## src/rtl/rob_retire_ctrl_pkg.sv

```systemverilog
// ----------------------------------------------------------------------------
// sys_defs: shared definitions for the ROB retire/rollback controller.
//
// Contents:
//   NUM_ROB          number of ROB entries (from `NUM_ROB, default 8, power of 2)
//   ROB_IDX_W        ROB index width, $clog2(NUM_ROB)
//   ROB_CTRL_STATE_t controller FSM state {IDLE, ROLLBACK}
//   rob_dec()        ROB index decrement with wrap (0 -> NUM_ROB-1)
// ----------------------------------------------------------------------------
`ifndef NUM_ROB
`define NUM_ROB 8
`endif

package sys_defs;

  localparam int NUM_ROB   = `NUM_ROB;
  localparam int ROB_IDX_W = $clog2(NUM_ROB);

  typedef enum logic {
    IDLE     = 1'b0,
    ROLLBACK = 1'b1
  } ROB_CTRL_STATE_t;

  // NUM_ROB is a power of two, so plain modular subtraction wraps correctly.
  function automatic logic [ROB_IDX_W-1:0] rob_dec(input logic [ROB_IDX_W-1:0] idx);
    return idx - ROB_IDX_W'(1);
  endfunction

endpackage

```

## src/rtl/rob_retire_ctrl_if.sv

```systemverilog
// ----------------------------------------------------------------------------
// rob_retire_ctrl_if: signal bundle between dispatch/CDB/rob_m and the
// retire controller.
//
// Handshake semantics: there is no backpressure on this bundle. Every strobe
// (dispatch_en, cdb_valid, mispredict, retire_r, rollback_valid) is a
// single-cycle event that is consumed in the cycle it is high; its index field
// is only meaningful while the strobe is high. stall_dispatch is the only
// flow-control signal and tells dispatch not to present dispatch_en.
//
// Modports:
//   master  environment side (drives dispatch/CDB/ROB pointers/mispredict)
//   slave   controller side (drives retire/rollback/stall/busy/state_dbg)
// ----------------------------------------------------------------------------
interface rob_retire_ctrl_if;
  import sys_defs::*;

  // dispatch, CDB and ROB pointers
  logic                 dispatch_en;
  logic [ROB_IDX_W-1:0] dispatch_idx;
  logic                 cdb_valid;
  logic [ROB_IDX_W-1:0] cdb_rob_idx;
  logic [ROB_IDX_W-1:0] head_idx;
  logic                 head_valid;
  logic [ROB_IDX_W-1:0] tail_idx;
  logic                 mispredict;
  logic [ROB_IDX_W-1:0] br_rob_idx;

  // controller outputs
  logic                 retire_r;
  logic [ROB_IDX_W-1:0] retire_idx;
  logic                 rollback_valid;
  logic [ROB_IDX_W-1:0] rollback_idx;
  logic                 stall_dispatch;
  logic                 busy;
  ROB_CTRL_STATE_t      state_dbg;

  modport master (
    output dispatch_en, dispatch_idx, cdb_valid, cdb_rob_idx,
           head_idx, head_valid, tail_idx, mispredict, br_rob_idx,
    input  retire_r, retire_idx, rollback_valid, rollback_idx,
           stall_dispatch, busy, state_dbg
  );

  modport slave (
    input  dispatch_en, dispatch_idx, cdb_valid, cdb_rob_idx,
           head_idx, head_valid, tail_idx, mispredict, br_rob_idx,
    output retire_r, retire_idx, rollback_valid, rollback_idx,
           stall_dispatch, busy, state_dbg
  );

endinterface

```

## src/rtl/rob_retire_ctrl.sv

```systemverilog
// ----------------------------------------------------------------------------
// rob_retire_ctrl: sequencing controller for the reorder buffer.
//
// Tracks per-entry completion from the CDB, raises retire_r when the ROB head
// is complete, and on a branch mispredict walks from the youngest entry back
// to (but not including) the branch, one squash per cycle.
//
// Ports:
//   clock          system clock
//   reset          synchronous, active-high reset
//   en             global enable; low freezes all state and masks strobes
//   rif            rob_retire_ctrl_if.slave (dispatch, CDB, ROB pointers,
//                  mispredict in; retire/rollback/stall/busy/state_dbg out)
//   retire_count   (RETIRE_CNT_EN only) number of retires since reset
//   squash_count   (RETIRE_CNT_EN only) number of squashes since reset
//
// Optional feature macro: RETIRE_CNT_EN adds retire_count / squash_count.
// ----------------------------------------------------------------------------
module rob_retire_ctrl
  import sys_defs::*;
(
  input  logic             clock,
  input  logic             reset,
  input  logic             en,
  rob_retire_ctrl_if.slave rif
`ifdef RETIRE_CNT_EN
  ,
  output logic [31:0]      retire_count,
  output logic [31:0]      squash_count
`endif
);

  ROB_CTRL_STATE_t      state, state_n;
  logic [ROB_IDX_W-1:0] walk, walk_n;
  logic [ROB_IDX_W-1:0] br_q, br_n;
  logic [NUM_ROB-1:0]   complete, complete_n;

  logic                 run;
  logic                 retire_r;
  logic                 rollback_valid;
  logic [ROB_IDX_W-1:0] tail_m1;
  logic [ROB_IDX_W-1:0] walk_m1;

  // Reset masks the strobes so the reset cycle itself shows all outputs 0,
  // even while the state register still holds ROLLBACK.
  assign run            = en & ~reset;
  assign tail_m1        = rob_dec(rif.tail_idx);
  assign walk_m1        = rob_dec(walk);

  assign retire_r       = run & (state == IDLE) & rif.head_valid & complete[rif.head_idx];
  assign rollback_valid = run & (state == ROLLBACK);

  assign rif.retire_r       = retire_r;
  assign rif.retire_idx     = rif.head_idx;
  assign rif.rollback_valid = rollback_valid;
  assign rif.rollback_idx   = walk;
  assign rif.stall_dispatch = run & ((state == ROLLBACK) | (rif.mispredict & (state == IDLE)));
  assign rif.busy           = ~reset & (state == ROLLBACK);
  assign rif.state_dbg      = state;

  // Next-state / walk pointer
  always_comb begin
    state_n = state;
    walk_n  = walk;
    br_n    = br_q;
    if (en) begin
      case (state)
        IDLE: begin
          if (rif.mispredict) begin
            br_n   = rif.br_rob_idx;
            walk_n = tail_m1;
            // Branch already youngest: nothing younger to squash.
            if (tail_m1 != rif.br_rob_idx) state_n = ROLLBACK;
          end
        end
        ROLLBACK: begin
          // A mispredict here is younger than br_q and is ignored.
          walk_n = walk_m1;
          if (walk_m1 == br_q) state_n = IDLE;
        end
        default: state_n = IDLE;
      endcase
    end
  end

  // Completion vector: sets first, then clears, so a clear wins on collision.
  always_comb begin
    complete_n = complete;
    if (en) begin
      if (rif.cdb_valid)   complete_n[rif.cdb_rob_idx]  = 1'b1;
      if (rif.dispatch_en) complete_n[rif.dispatch_idx] = 1'b0;
      if (retire_r)        complete_n[rif.head_idx]     = 1'b0;
      if (rollback_valid)  complete_n[walk]             = 1'b0;
    end
  end

  always_ff @(posedge clock) begin
    if (reset) begin
      state    <= IDLE;
      walk     <= '0;
      br_q     <= '0;
      complete <= '0;
    end else begin
      state    <= state_n;
      walk     <= walk_n;
      br_q     <= br_n;
      complete <= complete_n;
    end
  end

`ifdef RETIRE_CNT_EN
  // retire_r / rollback_valid already include en, so the counters hold when en=0.
  always_ff @(posedge clock) begin
    if (reset) begin
      retire_count <= '0;
      squash_count <= '0;
    end else begin
      if (retire_r)       retire_count <= retire_count + 32'd1;
      if (rollback_valid) squash_count <= squash_count + 32'd1;
    end
  end
`endif

endmodule

```

## src/flat_wrapper.sv

```systemverilog
// flat-port wrapper written by rule: the top's interface ports become plain ports
module rob_retire_ctrl_flat import sys_defs::*;
  (clock, reset, en, rif_dispatch_en, rif_dispatch_idx, rif_cdb_valid, rif_cdb_rob_idx, rif_head_idx, rif_head_valid, rif_tail_idx, rif_mispredict, rif_br_rob_idx, rif_retire_r, rif_retire_idx, rif_rollback_valid, rif_rollback_idx, rif_stall_dispatch, rif_busy, rif_state_dbg);
  rob_retire_ctrl_if rif_i ();
  input  logic clock;
  input  logic reset;
  input  logic en;
  input wire logic [$bits(rif_i.dispatch_en)-1:0] rif_dispatch_en;
  input wire logic [$bits(rif_i.dispatch_idx)-1:0] rif_dispatch_idx;
  input wire logic [$bits(rif_i.cdb_valid)-1:0] rif_cdb_valid;
  input wire logic [$bits(rif_i.cdb_rob_idx)-1:0] rif_cdb_rob_idx;
  input wire logic [$bits(rif_i.head_idx)-1:0] rif_head_idx;
  input wire logic [$bits(rif_i.head_valid)-1:0] rif_head_valid;
  input wire logic [$bits(rif_i.tail_idx)-1:0] rif_tail_idx;
  input wire logic [$bits(rif_i.mispredict)-1:0] rif_mispredict;
  input wire logic [$bits(rif_i.br_rob_idx)-1:0] rif_br_rob_idx;
  output wire logic [$bits(rif_i.retire_r)-1:0] rif_retire_r;
  output wire logic [$bits(rif_i.retire_idx)-1:0] rif_retire_idx;
  output wire logic [$bits(rif_i.rollback_valid)-1:0] rif_rollback_valid;
  output wire logic [$bits(rif_i.rollback_idx)-1:0] rif_rollback_idx;
  output wire logic [$bits(rif_i.stall_dispatch)-1:0] rif_stall_dispatch;
  output wire logic [$bits(rif_i.busy)-1:0] rif_busy;
  output wire logic [$bits(rif_i.state_dbg)-1:0] rif_state_dbg;
  assign rif_i.dispatch_en = rif_dispatch_en;
  assign rif_i.dispatch_idx = rif_dispatch_idx;
  assign rif_i.cdb_valid = rif_cdb_valid;
  assign rif_i.cdb_rob_idx = rif_cdb_rob_idx;
  assign rif_i.head_idx = rif_head_idx;
  assign rif_i.head_valid = rif_head_valid;
  assign rif_i.tail_idx = rif_tail_idx;
  assign rif_i.mispredict = rif_mispredict;
  assign rif_i.br_rob_idx = rif_br_rob_idx;
  assign rif_retire_r = rif_i.retire_r;
  assign rif_retire_idx = rif_i.retire_idx;
  assign rif_rollback_valid = rif_i.rollback_valid;
  assign rif_rollback_idx = rif_i.rollback_idx;
  assign rif_stall_dispatch = rif_i.stall_dispatch;
  assign rif_busy = rif_i.busy;
  assign rif_state_dbg = rif_i.state_dbg;
  rob_retire_ctrl u_core (.clock(clock), .reset(reset), .en(en), .rif(rif_i));
endmodule
```

## config.mk

```make
export PLATFORM = sky130hd
export DESIGN_NAME = rob_retire_ctrl_flat
export DESIGN_NICKNAME = d
export VERILOG_FILES = /design/src/rtl/rob_retire_ctrl_pkg.sv /design/src/rtl/rob_retire_ctrl_if.sv /design/src/rtl/rob_retire_ctrl.sv /design/src/flat_wrapper.sv
export SDC_FILE = /design/constraint.sdc
export NUM_CORES = 1
export LEC_CHECK = 0
export BUFFER_PORTS_ARGS = -buffer_cell sky130_fd_sc_hd__clkbuf_2
export CAP_MARGIN = 0
export CORE_UTILIZATION = 51
export DETAILED_ROUTE_END_ITERATION = 6
export GPL_ROUTABILITY_DRIVEN = 0
export PLACE_DENSITY = 0.89
export SYNTH_ARGS = -nofsm -noshare
export SYNTH_HDL_FRONTEND = slang
export SYNTH_SLANG_ARGS = --single-unit
```

## constraint.sdc

```tcl
create_clock -name clock -period 1.9 [get_ports clock]
set_input_delay 0.19 -clock clock [delete_from_list [all_inputs] [get_ports clock]]
set_output_delay 0.19 -clock clock [all_outputs]
set_load 0.05 [all_outputs]
```

# After elaboration in Yosys (flattened, before gate mapping)
# Index checks and enable logic that the tools add are counted.
[totals] register_bits=15 in_bits=22 output_inout_bits=11 elab_cells=64
[classes] addsub=2 magnitude_cmp=8 eq_ne=3 n_mux=23 bitwise=18 n_reduce_logical=6
[ops] operator="2-to-1 mux 8 bit" n=7
[ops] operator="bitwise AND 8 bit" n=3
[ops] operator="inverter 8 bit" n=3
[ops] operator="less-than comparator 3 x 4 -> 1 bit (second input constant)" n=4
[ops] operator="demux 1 bit (select 3 bit)" n=4
[ops] operator=">= comparator 3 x 1 -> 1 bit (second input constant)" n=4
[ops] operator="bitwise AND 1 bit" n=8
[ops] operator="2-to-1 mux 1 bit" n=8
[ops] operator="OR 8 bit" n=1
[ops] operator="case mux 3 bit (2 select lines)" n=1
[ops] operator="subtractor 3 x 1 -> 3 bit (second input constant)" n=2
[ops] operator="logical AND 1 bit" n=4
[ops] operator="binary-select mux 1 bit (select 3 bit)" n=1
[ops] operator="== test 3 bit" n=1
[ops] operator="2-to-1 mux 3 bit" n=1
[ops] operator="inequality test 3 bit" n=1
[ops] operator="AND reduction 3 bit" n=1
[ops] operator="inequality test 2 bit (second input constant)" n=1
[ops] operator="inverter 1 bit" n=2
[ops] operator="case mux 1 bit (2 select lines)" n=1
[ops] operator="AND reduction 2 bit" n=1
[ops] operator="OR 1 bit" n=1

# Depth between registers and ports, before layout
[depth] word_depth=15 mapped_depth=6 mapped_depth_nobuf=6

# Least setup slack after synthesis
# No wires, ideal clock.
[synth_path] kind="register to output" startpoint="register u_core.state (netlist: u_core.rif.state_dbg)" endpoint="output rif_rollback_valid" arrival_time_ns=2.137 required_ns=1.710 slack_ns=-0.427 stages_incl_launch_ff=5 path_buffers=1 cell_sequence="dfxtp_1 -> buf_6 -> inv_1 -> nor2_1 -> and2_1"
[synth_between] elab_chain_len=1
[synth_rtl] item="from (decl)" line="rob_retire_ctrl.sv:33" rtl="ROB_CTRL_STATE_t state, state_n;"
[synth_rtl] item="from (signal assigned)" line="rob_retire_ctrl.sv:104" rtl="state <= state_n;"
[synth_rtl] item="bitwise AND 1 bit" line="rob_retire_ctrl.sv:51" rtl="assign rollback_valid = run & (state == ROLLBACK);"
[synth_rtl] item="to (decl)" line="flat_wrapper.sv:19" rtl="output wire logic [$bits(rif_i.rollback_valid)-1:0] rif_rollback_valid;"
# No other way between the ends.

# Worst setup path in the final report
[layout_path] startpoint="register u_core.state (netlist: u_core.rif.state_dbg)" endpoint="output rif_retire_r"
[layout_between] elab_chain_len=4
[layout_rtl] item="inverter 1 bit" line="rob_retire_ctrl.sv:50" rtl="assign retire_r = run & (state == IDLE) & rif.head_valid & complete[rif.head_idx];"
[layout_rtl] item="bitwise AND 1 bit (3 in a row)" line="rob_retire_ctrl.sv:50"
[layout_rtl] item="to (decl)" line="flat_wrapper.sv:17" rtl="output wire logic [$bits(rif_i.retire_r)-1:0] rif_retire_r;"
# No other way between the ends.

==> qor.txt <==
Total Routing Usage GR - 24.4%
Required time of the worst setup path - 1710 ps
H-tree levels - 1
Worst path slowest cell - dfxtp_1
Final ANT Viol Nets - 0
Syn avg cell area - 8.23 um2
Post-route DRC violation count - 0
Root Driver - clkbuf_4
Worst Path Buf+Inv - 2
R2R cell count - 5
CP Capture Point - rif_retire_r
Leak - 0.610 nW
Post-Route Setup TNS - 0 ps
Number of global-route vias before repair - 1,053
FF-to-FF End - u_core.complete[2]$_SDFFE_PP0P_
Tmin final - 1890 ps
WL final - 2.99 mm
Cell count after synthesis - 142
Via density - 6.00
Syn-to-layout area delta - 16.7%
Post-synth EDFFs - 0
Worst path depth - 4
CP cell instances - nor4bb_2 > buf_4 > and2_2 > clkbuf_4
CP Launch Point - u_core.rif.state_dbg$_SDFFE_PP0P_
Max-cap violations - 0
Async set-or-reset flop fraction in the synthesized netlist - 0%
Dpl ws - 158 ps
Post-CTS Hold Fix Bufs - 0
Min-delay worst type - in2reg
Slew of the pin with the lowest slew margin - 416 ps
Tcrit/Tclk final - 99.4%
CP Class - reg2out
Slew HR - 72.1%
Largest net degree at the start of global routing - 14
Area leader, netlist - dfxtp_1
First-pass GRT wire length - 4.60 mm
Dpl hpwl - 2.27 mm
Fin area - 1360 um2
Hold Slack - 166 ps
Distinct cell type count after synthesis - 43
Final setup fails - 0
Skew final - 1.45 ps
Antenna diodes - 0
FMAX - 529 MHz
Ports - 33
Post-CTS Setup Bufs - 0
Layout cell share with drive strength beyond 1 - 30.8%
Max incr delay on CP - 420 ps
Starting DRT DRC Count - 49
Dpl cell area - 1320 um2
Number of synthesized register bits - 15
CP arrival - 1700 ps
# port buffers - 32
Clock Tree Buf Depth - 2
Final worst slack - 10.5 ps
Die ar. - 2490 um2
CP Max Fanout - 10
Worst vdd ir - 361 uV
Num CTS Buffers - 3
Die Y - 49.9 um
CTS clk-pin slew, worst paths - 100 ps
Syn_nets - 166
Worst setup SP type - flop
Row cnt - 16
Clock Sink Count - 15
CTS tree - done
Drt first pass iters - 4
Nets - 197
Mapped Area - 1170 um2
Ys flop type - dfxtp_1
Power Dens Cells - 581 nW/um2
Final hold viol count - 0
Clk_lat worst skew - 300 ps
WL per Instance - 15.0 um
Largest cells by area after synthesis - dfxtp_1 (26%), mux2i_1 (6.0%), a221oi_1 (5.2%)
R2R Setup Slk - 280 ps
Top-area cell type share of the netlist area - 25.7%
Status - finished, final reports clean
DIE WIDTH - 49.9 um
Hold Path Origin - rif_cdb_rob_idx[1]
Sequential fraction of the synthesis area - 25.7%
Worst r2r src - u_core.rif.state_dbg$_SDFFE_PP0P_
Critical path endpoint category - output pin
Initial antenna violation count - 0
Sequential cell area - 300 um2
CP top delay family - simple AND/OR/NAND/NOR gates
Synth warn - 0
Total gr overflow - 0
Number of fill cells in the layout - 178
Effective utilization at floorplan - 56.7%
Footprint of the multi-input gates - 802 um2
Fin. max-slew vios - 0
Core area - 2060 um2
Routed via count - 1,194
-- area by class of cell --
cell class	count	share of cell area, %
Clock buffer	3	1.65
Clock inverter	1	0.367
Inverter	6	1.65
Multi-Input combinational cell	113	58.8
Sequential cell	15	22.0
Tap cell	27	2.48
Timing Repair Buffer	34	13.0
-- metal layers --
metal | up-vias | wire length, um | track usage, %
li1 | 585 | - | -
met1 | 536 | 1260 | 28.8
met2 | 64 | 1460 | 41.9
met3 | 9 | 200 | 5.25
met4 | 0 | 68 | 11.0
met5 | - | 0 | 0
-- registers in the layout (all words and copies together), names as in the netlist --
signal / cells
u_core.complete: 8
u_core.rif.rollback_idx: 3
u_core.rif.state_dbg: 1
u_core.br_q: 3
-- power by group --
| group | total (mW) | switching [mW] | internal, mW |
|---|---|---|---|
| Clock | 0.196 | 0.117 | 0.0785 |
| Combinational | 0.250 | 0.157 | 0.0934 |
| Sequential | 0.347 | 0.0191 | 0.327 |
| Total | 0.793 | 0.294 | 0.499 |
-- kinds of logic (layout without fill, tap and decap cells) --
logic type,count (synthesis),count (layout),share of synthesized area (%)
AO/OA/AOI/OAI,37,37,22.7
XOR/XNOR,8,8,6.00
adder cells (fa/ha/maj),2,2,2.14
buffers and inverters,14,44,7.82
flip-flops,15,15,25.7
multiplexers,9,9,7.92
AND/OR/NAND/NOR,57,57,27.7
-- timing repair --
item	CTS	global route
pin swaps	0	1
setup endpoints to repair	1	1
cloned	0	0
resized for setup	1	4
-- cells in the final DEF (no fill, tap or decap), types with 3 or more instances in the layout --
master	n
mux2i_1	7
nand3_1	6
nand2_1	5
a221oi_1	7
clkbuf_2	31
a211oi_1	3
and2_2	3
a21oi_1	10
nor2b_1	8
inv_1	6
clkbuf_4	4
xor2_1	6
nor2_1	15
dfxtp_1	15
-- worst min path at each step --
| stage | to | slack (ps) | cells after the start |
|---|---|---|---|
| after floorplan | u_core.br_q[0]$_SDFFE_PP0P_ | 330 | 2 |
| after global placement | u_core.complete[7]$_SDFFE_PP0P_ | 450 | 1 |
| after detailed placement | u_core.complete[6]$_SDFFE_PP0P_ | 460 | 1 |
| after CTS | u_core.complete[6]$_SDFFE_PP0P_ | 170 | 3 |
| after global routing | u_core.complete[6]$_SDFFE_PP0P_ | 200 | 3 |
| final | u_core.complete[6]$_SDFFE_PP0P_ | 170 | 3 |
-- worst register-to-register path: cells and delay by family, from the launching register on --
| family | cells | cell delay [ps] |
|---|---|---|
| AND/OR/NAND/NOR | 2 | 490 |
| flip-flops | 1 | 420 |
| AO/OA/AOI/OAI | 2 | 390 |
| buffers and inverters | 1 | 220 |
-- cells in the mapped netlist (3+ instances only) --
cell      count
nor2_1       16
dfxtp_1      15
a21oi_1      11
nor2b_1       8
a221oi_1      7
mux2i_1       7
inv_1         6
nand3_1       6
xor2_1        6
nand2_1       5
buf_4         4
a211oi_1      3
and2_1        3
buf_6         3
-- stage by stage --
stage	power, mW	instances	util [%]
3_3_place_gp	0.587	195	63.9
5_1_grt	0.826	199	66.1
4_1_cts	0.790	199	65.5
3_5_place_dp	0.597	195	63.9
6_report	0.793	199	66.1
2_1_floorplan	0.533	142	-
Power figures use the tool's default switching activity.
